**config.mk**
```make
export PLATFORM = sky130hd
export DESIGN_NAME = ln_mean_ctrl
export DESIGN_NICKNAME = d
export VERILOG_FILES = /design/src/rtl/ln_mean_ctrl.sv
export SDC_FILE = /design/constraint.sdc
export NUM_CORES = 1
export LEC_CHECK = 0
export BUFFER_PORTS_ARGS = -buffer_cell sky130_fd_sc_hd__buf_2
export CORE_AREA = 3 3 211 213
export DETAILED_ROUTE_END_ITERATION = 7
export DIE_AREA = 0 0 214 216
export GPL_ROUTABILITY_DRIVEN = 0
export GPL_TIMING_DRIVEN = 1
export PLACE_DENSITY_LB_ADDON = 0.3
export SYNTH_ARGS = -nofsm -noshare
export SYNTH_HDL_FRONTEND = slang
export SYNTH_SLANG_ARGS = --single-unit
export TNS_END_PERCENT = 10
```
**constraint.sdc**
```tcl
create_clock -name clk -period 3.54 [get_ports clk]
set_input_delay 0.708 -clock clk [delete_from_list [all_inputs] [get_ports clk]]
set_output_delay 0.708 -clock clk [all_outputs]
set_load 0.03 [all_outputs]
```
**src/rtl/ln_mean_ctrl.sv**
```systemverilog
// rtl/ln_mean_ctrl.sv - LayerNorm mean sequencer: chunk feed, tag pipeline, accumulator, 2-deep output FIFO
module ln_mean_ctrl #(
  parameter int NCHUNK      = 4,
  parameter int LOG2_NCHUNK = 2,
  parameter int TREE_LAT    = 5
) (
  input  logic         clk,
  input  logic         rst,
  input  logic         in_valid,
  output logic         in_ready,
  input  logic [255:0] in_data,
  input  logic         in_last,
  output logic [255:0] tree_x_flat,
  input  logic [15:0]  tree_mean,
  output logic         out_valid,
  input  logic         out_ready,
  output logic [15:0]  out_mean,
  output logic         err_len
);

  // Counter width stays at least one bit so NCHUNK=1 still elaborates.
  localparam int CW = (LOG2_NCHUNK > 0) ? LOG2_NCHUNK : 1;
  localparam int AW = 16 + LOG2_NCHUNK;
  // Wide enough for fifo_count (max 2) plus every tag marked last.
  localparam int IW = $clog2(TREE_LAT + 3);
  localparam logic [CW-1:0] LAST_IDX = CW'(NCHUNK - 1);

  logic [CW-1:0]       in_cnt;
  logic [CW-1:0]       res_cnt;
  logic [TREE_LAT-1:0] tag_v;
  logic [TREE_LAT-1:0] tag_l;
  logic [AW-1:0]       acc;
  logic [AW-1:0]       sum;
  logic [15:0]         fifo_mem [2];
  logic                wr_ptr;
  logic                rd_ptr;
  logic [1:0]          fifo_count;
  logic [IW-1:0]       inflight_last;
  logic                accept;
  logic                in_slot_last;
  logic                res_v;
  logic                res_last;
  logic                res_first;
  logic                push;
  logic                push_ok;
  logic                pop;
  logic [15:0]         push_data;

  // Count tags still travelling through the tree that will each produce a FIFO push.
  always_comb begin
    inflight_last = '0;
    for (int i = 0; i < TREE_LAT; i++) begin
      inflight_last = inflight_last + IW'(tag_l[i]);
    end
  end

  // Input handshake: only a last-chunk slot is ever held back, and only on registered state.
  always_comb begin
    in_slot_last = (in_cnt == LAST_IDX);
    in_ready     = !rst && (!in_slot_last ||
                            ((IW'(fifo_count) + inflight_last) < IW'(2)));
    accept       = in_valid && in_ready;
    tree_x_flat  = accept ? in_data : '0;
  end

  // Result side: the last tag stage lines up with the chunk mean on tree_mean.
  always_comb begin
    res_v     = tag_v[TREE_LAT-1];
    res_last  = tag_l[TREE_LAT-1];
    res_first = (res_cnt == '0);
    sum       = (res_first ? '0 : acc) + AW'(tree_mean);
    push      = res_v && res_last;
    push_data = 16'(sum >> LOG2_NCHUNK);
    out_valid = (fifo_count != 2'd0);
    out_mean  = fifo_mem[rd_ptr];
    pop       = out_valid && out_ready;
    push_ok   = push && ((fifo_count != 2'd2) || pop);
  end

  // Input chunk counter; framing follows this count, never in_last.
  always_ff @(posedge clk) begin
    if (rst) begin
      in_cnt <= '0;
    end else if (accept) begin
      in_cnt <= in_slot_last ? '0 : in_cnt + 1'b1;
    end
  end

  // Tag pipeline shifts every cycle because the tree itself never stalls.
  always_ff @(posedge clk) begin
    if (rst) begin
      tag_v <= '0;
      tag_l <= '0;
    end else begin
      tag_v[0] <= accept;
      tag_l[0] <= accept && in_slot_last;
      for (int i = 1; i < TREE_LAT; i++) begin
        tag_v[i] <= tag_v[i-1];
        tag_l[i] <= tag_l[i-1];
      end
    end
  end

  // Accumulate returned chunk means; a first chunk restarts the sum.
  always_ff @(posedge clk) begin
    if (rst) begin
      res_cnt <= '0;
      acc     <= '0;
    end else if (res_v) begin
      acc     <= sum;
      res_cnt <= res_last ? '0 : res_cnt + 1'b1;
    end
  end

  // FIFO storage; contents are qualified by fifo_count so they need no reset.
  always_ff @(posedge clk) begin
    if (push_ok) begin
      fifo_mem[wr_ptr] <= push_data;
    end
  end

  // FIFO pointers and occupancy; simultaneous push and pop keep the count unchanged.
  always_ff @(posedge clk) begin
    if (rst) begin
      wr_ptr     <= 1'b0;
      rd_ptr     <= 1'b0;
      fifo_count <= 2'd0;
    end else begin
      if (push_ok) wr_ptr <= ~wr_ptr;
      if (pop)     rd_ptr <= ~rd_ptr;
      case ({push_ok, pop})
        2'b10:   fifo_count <= fifo_count + 2'd1;
        2'b01:   fifo_count <= fifo_count - 2'd1;
        default: fifo_count <= fifo_count;
      endcase
    end
  end

  // Flag a producer end-of-vector marker that disagrees with our own framing.
  always_ff @(posedge clk) begin
    if (rst) begin
      err_len <= 1'b0;
    end else begin
      err_len <= accept && (in_last != in_slot_last);
    end
  end

endmodule

```
[Yosys cells after proc, flatten, opt, wreduce, memory -nomap -nowiden]
Memory sizes are Yosys's and may differ from the RTL's. A register that Yosys moved wholly into a read port is not among the register bits.
Cells that the tools add are included.
Word-level totals
  memories: 1
  word-level logic and storage cells: 51
  output and inout port bits: 275
  bits in registers: 37
  input bits: 277
  bits in writable memories: 32
Memory list
  fifo_mem: words 2, width 16, rd ports 1, clocked after Yosys merged registers in 1, write ports 1, RTL line 34  | logic [15:0] fifo_mem [2];
Operators by class
  muxes and demuxes: 9
  $lt $le $gt $ge: 1
  add/sub/neg operators: 10
  bitwise gates (word level): 2
  reductions and logical operators: 14
  equal/unequal tests: 5
Operators with widths (count)
  $mux W256: 1
  $add A18 B16 Y18: 1
  $mux W18: 1
  $logic_and A1 B1 Y1: 7
  $add A2 B1 Y2 const B: 3
  $add A3 B1 Y3: 2
  $eq A2 B2 Y1 const B: 2
  $mux W1: 4
  $mux W2: 2
  $pmux W2 S2: 1
  $reduce_bool A2 Y1: 2
  $add A2 B1 Y3: 1
  $add A2 B3 Y3: 1
  $lt A3 B2 Y1 const B: 1
  $add A1 B1 Y2: 1
  $eq A2 B1 Y1 const B: 1
  $logic_not A1 Y1: 2
  $logic_not A2 Y1: 1
  $logic_or A1 B1 Y1: 2
  $ne A2 B2 Y1 const B: 1
  $not A1 Y1: 2
  $sub A2 B1 Y2 const B: 1
  $ne A1 B1 Y1: 1

[Depth between registers and ports, before layout]
Gate-level depths: netlist (run 1).
  depth in word-level cells: 10
  mapped depth: 12

[Worst setup path after synthesis (run 1)]
Ideal clock, no wire load.
  path type: register to output
  start: register tag_l[0]
  end: output port tree_x_flat[100]
  path buffers: 3
  data arrival time: 3.149 ns
  path slack: -0.317 ns
  cell stages (with the launch flop): 13
  path through: dfxtp_1 > fa_1 > inv_1 > fa_1 > nand2b_1 > fa_1 > xor2_1 > a21boi_1 > nor3b_1 > buf_2 > buf_2 > clkbuf_1 > and2_1
On the way
  cells in the longest elaborated chain, start to end: 10
RTL lines
  start: declaration: RTL line 31  | logic [TREE_LAT-1:0] tag_l;
  start signal: assignment: RTL line 96  | tag_l[0] <= accept && in_slot_last;
  start signal: indexed assignment: RTL line 99  | tag_l[i] <= tag_l[i-1];
  $add A1 B1 Y2: RTL line 53  | inflight_last = inflight_last + IW'(tag_l[i]);
  $add A2 B1 Y3: RTL line 53
  $add A3 B1 Y3 (2 in a row): RTL line 53
  $add A2 B3 Y3: RTL line 61  | ((IW'(fifo_count) + inflight_last) < IW'(2)));
  $lt A3 B2 Y1: RTL line 61
  $logic_or A1 B1 Y1: RTL line 60  | in_ready = !rst && (!in_slot_last ||
  $logic_and A1 B1 Y1: RTL line 60
  $logic_and A1 B1 Y1: RTL line 62  | accept = in_valid && in_ready;
  $mux W256: RTL line 63  | tree_x_flat = accept ? in_data : '0;
  end: declaration: RTL line 13  | output logic [255:0] tree_x_flat,
Every way passes these cells.

[Worst setup path after layout (run 1)]
  start: register tag_l[0]
  end: output port tree_x_flat[166]
The elaborated chain is that of the path after synthesis.

==> results of run 1 <==
routing by layer:
metal,wire length (um),vias to the layer above,GRT usage [%],part of all wire [%]
li1,-,3263,-,-
met1,16900,3362,19.9,37
met2,23900,384,32.7,52
met3,3800,78,6.08,8.3
met4,997,24,5.96,2.2
met5,148,-,0,0.32
cell type report:
type | count | area share (%)
Clock inverter | 6 | 0.741
Timing Repair Buffer | 584 | 41.0
Clock buffer | 10 | 1.99
Sequential cell | 70 | 15.0
Antenna cell | 8 | 0.174
Inverter | 19 | 0.621
Tap cell | 585 | 6.37
Multi-Input combinational cell | 517 | 34.1
cells by family (layout without fill, tap and decap cells):
kind of cell	count (synthesis)	count (layout)
simple gates	378	378
fa+ha+maj	23	23
flops	70	70
other cells	0	8
mux	22	22
compound gates	79	79
buf+inv	63	619
xor+xnor	15	15
power by group:
part	internal [mW]	switching, mW
Combinational	0.483	0.591
Sequential	0.851	0.00315
Clock	0.615	0.358
sequential cells by signal, indices dropped and copies added, names as in the netlist, named ones only:
register and flops:
tag_l 5, res_cnt 2, wr_ptr 1, acc 18, tag_v 5, fifo_mem 32, err_len 1, fifo_count 2
in_cnt 2, rd_ptr 1
cells in the mapped netlist, types with 4 or more instances:
| master | number |
|---|---|
| fa_1 | 4 |
| buf_1 | 4 |
| o21a_1 | 6 |
| inv_1 | 19 |
| a211oi_1 | 6 |
| mux2i_1 | 6 |
| nand2_1 | 28 |
| xnor2_1 | 8 |
| dfxtp_1 | 38 |
| and2_1 | 261 |
| xor2_1 | 7 |
| nor2b_1 | 25 |
| o21ai_0 | 10 |
| clkbuf_1 | 36 |
| o211ai_1 | 6 |
| mux2_2 | 16 |
| ha_1 | 19 |
| nor3_1 | 8 |
| buf_2 | 4 |
| and3_1 | 7 |
| edfxtp_1 | 32 |
| nor2_1 | 27 |
| a21oi_1 | 19 |
| nand3_1 | 6 |
worst register-to-register path, delay by kind of cell (launching register included):
family | cells | cell delay (ns)
compound gates | 2 | 0.26
fa+ha+maj | 3 | 1.51
buf+inv | 4 | 0.54
flops | 1 | 0.32
simple gates | 3 | 0.40
through the flow:
stage | instances | hold slack [ns] | util [%] | total power [mW] | worst slack (ns)
6_report | 1799 | 0.440 | 26.8 | 2.90 | -0.660
5_1_grt | 1796 | 0.464 | 26.8 | 3.00 | -0.750
4_1_cts | 1784 | 0.440 | 25.5 | 2.86 | -0.733
3_5_place_dp | 1763 | 0.423 | 21.8 | 1.74 | -0.371
3_3_place_gp | 1763 | 0.418 | 21.8 | 1.74 | -0.313
2_1_floorplan | 650 | 0.414 | - | 1.32 | -0.127
worst paths after layout:
path	endpoint	from	slack, ns	cells past startpoint
min	tag_v[4]$_SDFF_PP0_	tag_v[3]$_SDFF_PP0_	0.44	1
max	tree_x_flat[166]	tag_l[0]$_SDFF_PP0_	-0.66	12
min reg2reg	tag_v[4]$_SDFF_PP0_	tag_v[3]$_SDFF_PP0_	0.44	1
max reg2reg	in_cnt[0]$_SDFFE_PP0P_	tag_l[0]$_SDFF_PP0_	0.40	12
what timing repair did:
action                                  CTS  global route
setup buffers                             3             1
cloned                                    2             6
pin swaps                                23             9
endpoints found under the setup margin  257           257
resized for setup                       393           166
==> results.tsv, run 1 <==
metric	value	unit
antenna_found_initial	46	
first_iter_violations	360	
slew_headroom	45.0	%
syn_inst	650	
worst_pin_slew	0.825	ns
coreArea	42900	sq um
final.min_clock_period	4.20	ns
io_buffers	551	
ios	552	
dpl_cell_area	9370	sq um
antenna_left	0	
synth_area	5450	sq um
synth.top_cell.area_share	29.9	%
synth-simple-area-share	41.0	%
first_pass_iters	4	
seq_area_frac_synth	31.6	%
grt_pass1_wl	57.7	mm
path_class	reg -> out	
dp_hpwl	39.6	mm
vias	7111	
cts-root-buf	clkbuf_16	
cp_max_fo	25	
crit_required	2.83	ns
slew_violations	0	
layout_commonest_cell	buf_2	
cap_violations	0	
num-fill-cells	4666	
async_flop_share	0	%
dieArea	46200	sq um
initial_core_util	12.7	%
cts_sinks	70	
routed_wl	45.7	mm
multi_input_area	3910	sq um
synth_area_leaders	and2_1 (30%), edfxtp_1 (18%), dfxtp_1 (14%)	
grt_max_degree	52	
critPathSlowestCell	fa_1	
fin_setup_tns	-153.76	ns
yosysWarningCount	0	
die_h	216	um
worstSetupEndpointType	output pin	
fin_ws	-0.660	ns
grt-ovfl-total	0	
critical-path-top-delay-family	adder cells	
rsz0062_at_grt	true	
crit_arrival	3.49	ns
crit_chain	fa_1 -> inv_1 -> fa_1 -> nand2b_4 -> fa_2 -> a21boi_2 -> nor3b_4 -> buf_6 -> buf_12 -> clkbuf_16 -> and2_2 -> buf_6	
hold_viol_final	0	
failed_checks	negative setup slack	
synth_fp_nets	950	
synth_area_leader_cell	and2_1	
synth_edf_count	32	
path_clk_slew	0.06	ns
rows	76	
cts_made_buffers	9	
drcViolationCount	0	
power_leakage	5.51	nW
htree_levels	3	
synth-xor-area-share	2.41	%
chipWidth	214	um
holdBufCountCts	0	
crit_path_start_kind	register	
power_density	253	nW/um^2
area_growth	111	%
hp-class	reg -> reg	
stdcell_area	11500	sq um
synth_compound_gate_area_share	10.4	%
clock_latency	0.35	ns
clockBufferDepth	2	
grt_pass1_vias	6934	
ys.flop_type	dfxtp_1	
fin_nets	1501	
setup_violations	257	
seq_area	1720	sq um
cts_tree	yes	
vias_per_cell	3.95	
synth_top_family_by_area	simple AND/OR/NAND/NOR gates	
status	complete, but fails checks	
clock.fmax	0.238	GHz
grtUsageTotal	18.1	%
cp_slowest_stage_delay	0.53	ns
timing.final.crit_share	119	%
routedWlPerCell	25.4	um
peakVddDrop	211	uV
synth_cell_type_count	55	
synth_adder_area_share	5.83	%
layout_common_cells	buf_2 (299), buf_6 (151), and2_2 (102), and2_4 (102), buf_4 (81)	
synth-seq-cells	70	
synthMuxAreaShare	4.41	%
syn_area_per_cell	8.39	sq um
drive_gt1_share	69.3	%
clock_skew	0.00752	ns
crit_buf_inv	5	
(Power assumes the default switching activity.)
==> inputs of run 2 (changes only) <==
Settings changed: BUFFER_PORTS_ARGS -buffer_cell sky130_fd_sc_hd__buf_2 to -buffer_cell sky130_fd_sc_hd__buf_4.
==> results.tsv, run 2 (synthesized netlist as in run 1, its figures left out) <==
metric	value	unit	change
holdBufCountCts	0		unchanged
failed_checks	negative setup slack		
grtUsageTotal	18.4	%	+0.34 points
fin_ws	-0.676	ns	-0.0161 ns
largest_register_ffs	32		unchanged
path_class	reg -> out		
cp_slowest_stage_delay	0.54	ns	about the same
vias_per_cell	3.88		-1.8%
clockBufferDepth	2		unchanged
rows	76		unchanged
coreArea	42900	sq um	unchanged
timing.final.crit_share	119	%	+0.46 points
cts_sinks	70		unchanged
critical-path-top-delay-family	adder cells		
critPathSlowestCell	fa_1		
cp_max_fo	14		-44%
cap_violations	0		unchanged
io_buffers	551		unchanged
routedWlPerCell	25.8	um	+1.5%
grt_pass1_wl	59.0	mm	+2.2%
layout_commonest_cell	buf_4		
peakVddDrop	176	uV	-17%
crit_arrival	3.51	ns	+0.02 ns
crit_path_start_kind	register		
chipWidth	214	um	unchanged
slew_violations	0		unchanged
crit_chain	fa_1 -> inv_1 -> fa_1 -> nand2b_4 -> fa_2 -> xor2_1 -> a21boi_2 -> nor3b_4 -> buf_6 -> clkbuf_16 -> clkbuf_16 -> and2_2 -> buf_6		
dpl_worst_slack	-0.380	ns	-0.00874 ns
vias	7026		-1.2%
status	complete, but fails checks		
slew_headroom	45.5	%	+0.59 points
grt_pass1_vias	6956		+0.32%
ios	552		unchanged
grt_max_degree	55		+5.8%
clock_latency	0.34	ns	about the same
reg_top3	fifo_mem (32), acc (18)		
clock.fmax	0.237	GHz	-0.38%
hp-class	reg -> reg		
die_h	216	um	unchanged
routed_wl	46.6	mm	+2.1%
cts_made_buffers	9		unchanged
worst_pin_slew	0.816	ns	-0.00883 ns
antenna_left	0		unchanged
dp_hpwl	40.2	mm	+1.5%
path_clk_slew	0.06	ns	about the same
num-fill-cells	4579		-1.9%
initial_core_util	12.7	%	unchanged
grt-ovfl-total	0		unchanged
power_leakage	5.92	nW	+7.3%
crit_required	2.83	ns	about the same
holdWs	0.437	ns	-0.00357 ns
antenna_found_initial	22		-52%
first_pass_iters	5		+1
layout_common_cells	buf_4 (313), buf_6 (239), and2_4 (144), and2_2 (89), dfxtp_1 (37)		
setup_violations	257		unchanged
regMostFlops	fifo_mem		
final.min_clock_period	4.22	ns	+0.0161 ns
worstSetupEndpointType	output pin		
cts-root-buf	clkbuf_16		
drive_gt1_share	71.8	%	+2.5 points
r2r_slack	0.38	ns	-0.02 ns
crit_buf_inv	5		unchanged
fin_nets	1509		+0.53%
first_iter_violations	261		-28%
htree_levels	3		unchanged
rsz0062_at_grt	true		
drcViolationCount	0		unchanged
power_density	229	nW/um^2	-9.4%
hold_viol_final	0		unchanged
dieArea	46200	sq um	unchanged
clock_skew	0.00533	ns	-0.00220 ns
cts_tree	yes		
area_growth	132	%	
## run 2: path summary, 6_finish.rpt
check | from | end | depth (start not counted)
setup / recovery | tag_l[0]$_SDFF_PP0_ | tree_x_flat[210] | 13
hold / removal | tag_v[2]$_SDFF_PP0_ | tag_v[3]$_SDFF_PP0_ | 1
setup reg to reg | tag_l[0]$_SDFF_PP0_ | in_cnt[0]$_SDFFE_PP0P_ | 13
hold reg to reg | tag_v[2]$_SDFF_PP0_ | tag_v[3]$_SDFF_PP0_ | 1
## run 2: final cells by class
| cell class | count | area [sq um] | share of cell area [%] |
|---|---|---|---|
| clock inverters | 5 | 26.3 | 0.208 |
| repair buffers | 592 | 5810 | 46.0 |
| clock buffers | 11 | 243 | 1.92 |
| inverters | 19 | 71.3 | 0.565 |
| multi-input cells | 517 | 3990 | 31.6 |
| diodes | 11 | 27.5 | 0.218 |
| well taps | 585 | 732 | 5.79 |
| flip-flops and latches | 70 | 1720 | 13.6 |
## run 2: per-layer routing
layer | GRT usage [%] | wire, um
met3 | 5.55 | 3510
met1 | 20.5 | 17300
met2 | 33.1 | 23400
met4 | 7.03 | 2440
met5 | 0 | 44
## run 2: per-stage QoR
step	area [sq um]	setup TNS (ns)	util, %	power [mW]	cells
floorplan	5780	-17.68	-	1.32	650
global placement	10700	-72.13	25.0	1.89	1768
detailed placement	10700	-80.26	25.0	1.89	1768
CTS	11800	-169.64	27.4	2.83	1794
global route	12600	-188.45	29.4	3.00	1803
finish	12600	-158.12	29.5	2.89	1810
## run 2: what timing repair did
item / in CTS / in global routing
pin swaps: 53 / 66
setup endpoints to repair: 257 / 257
setup buffers: 5 / 0
hold endpoints to repair: 0 / 0
resized for setup: 178 / 221
gates cloned: 5 / 5
## run 2: worst reg2reg max path, delay by kind of cell (launching register included)
family	cells	cell delay, ns
AOI/OAI and AO/OA	2	0.29
xor gates and xnor gates	1	0.18
adders and majority gates	3	1.30
buffers and inverters	4	0.56
DFF	1	0.32
and+or+nand+nor	3	0.39
## run 2: power by group
group | total, mW | internal [mW] | switching [mW]
logic | 1.21 | 0.613 | 0.601
clock network | 0.823 | 0.486 | 0.336
registers | 0.854 | 0.851 | 0.00342
total | 2.89 | 1.95 | 0.941
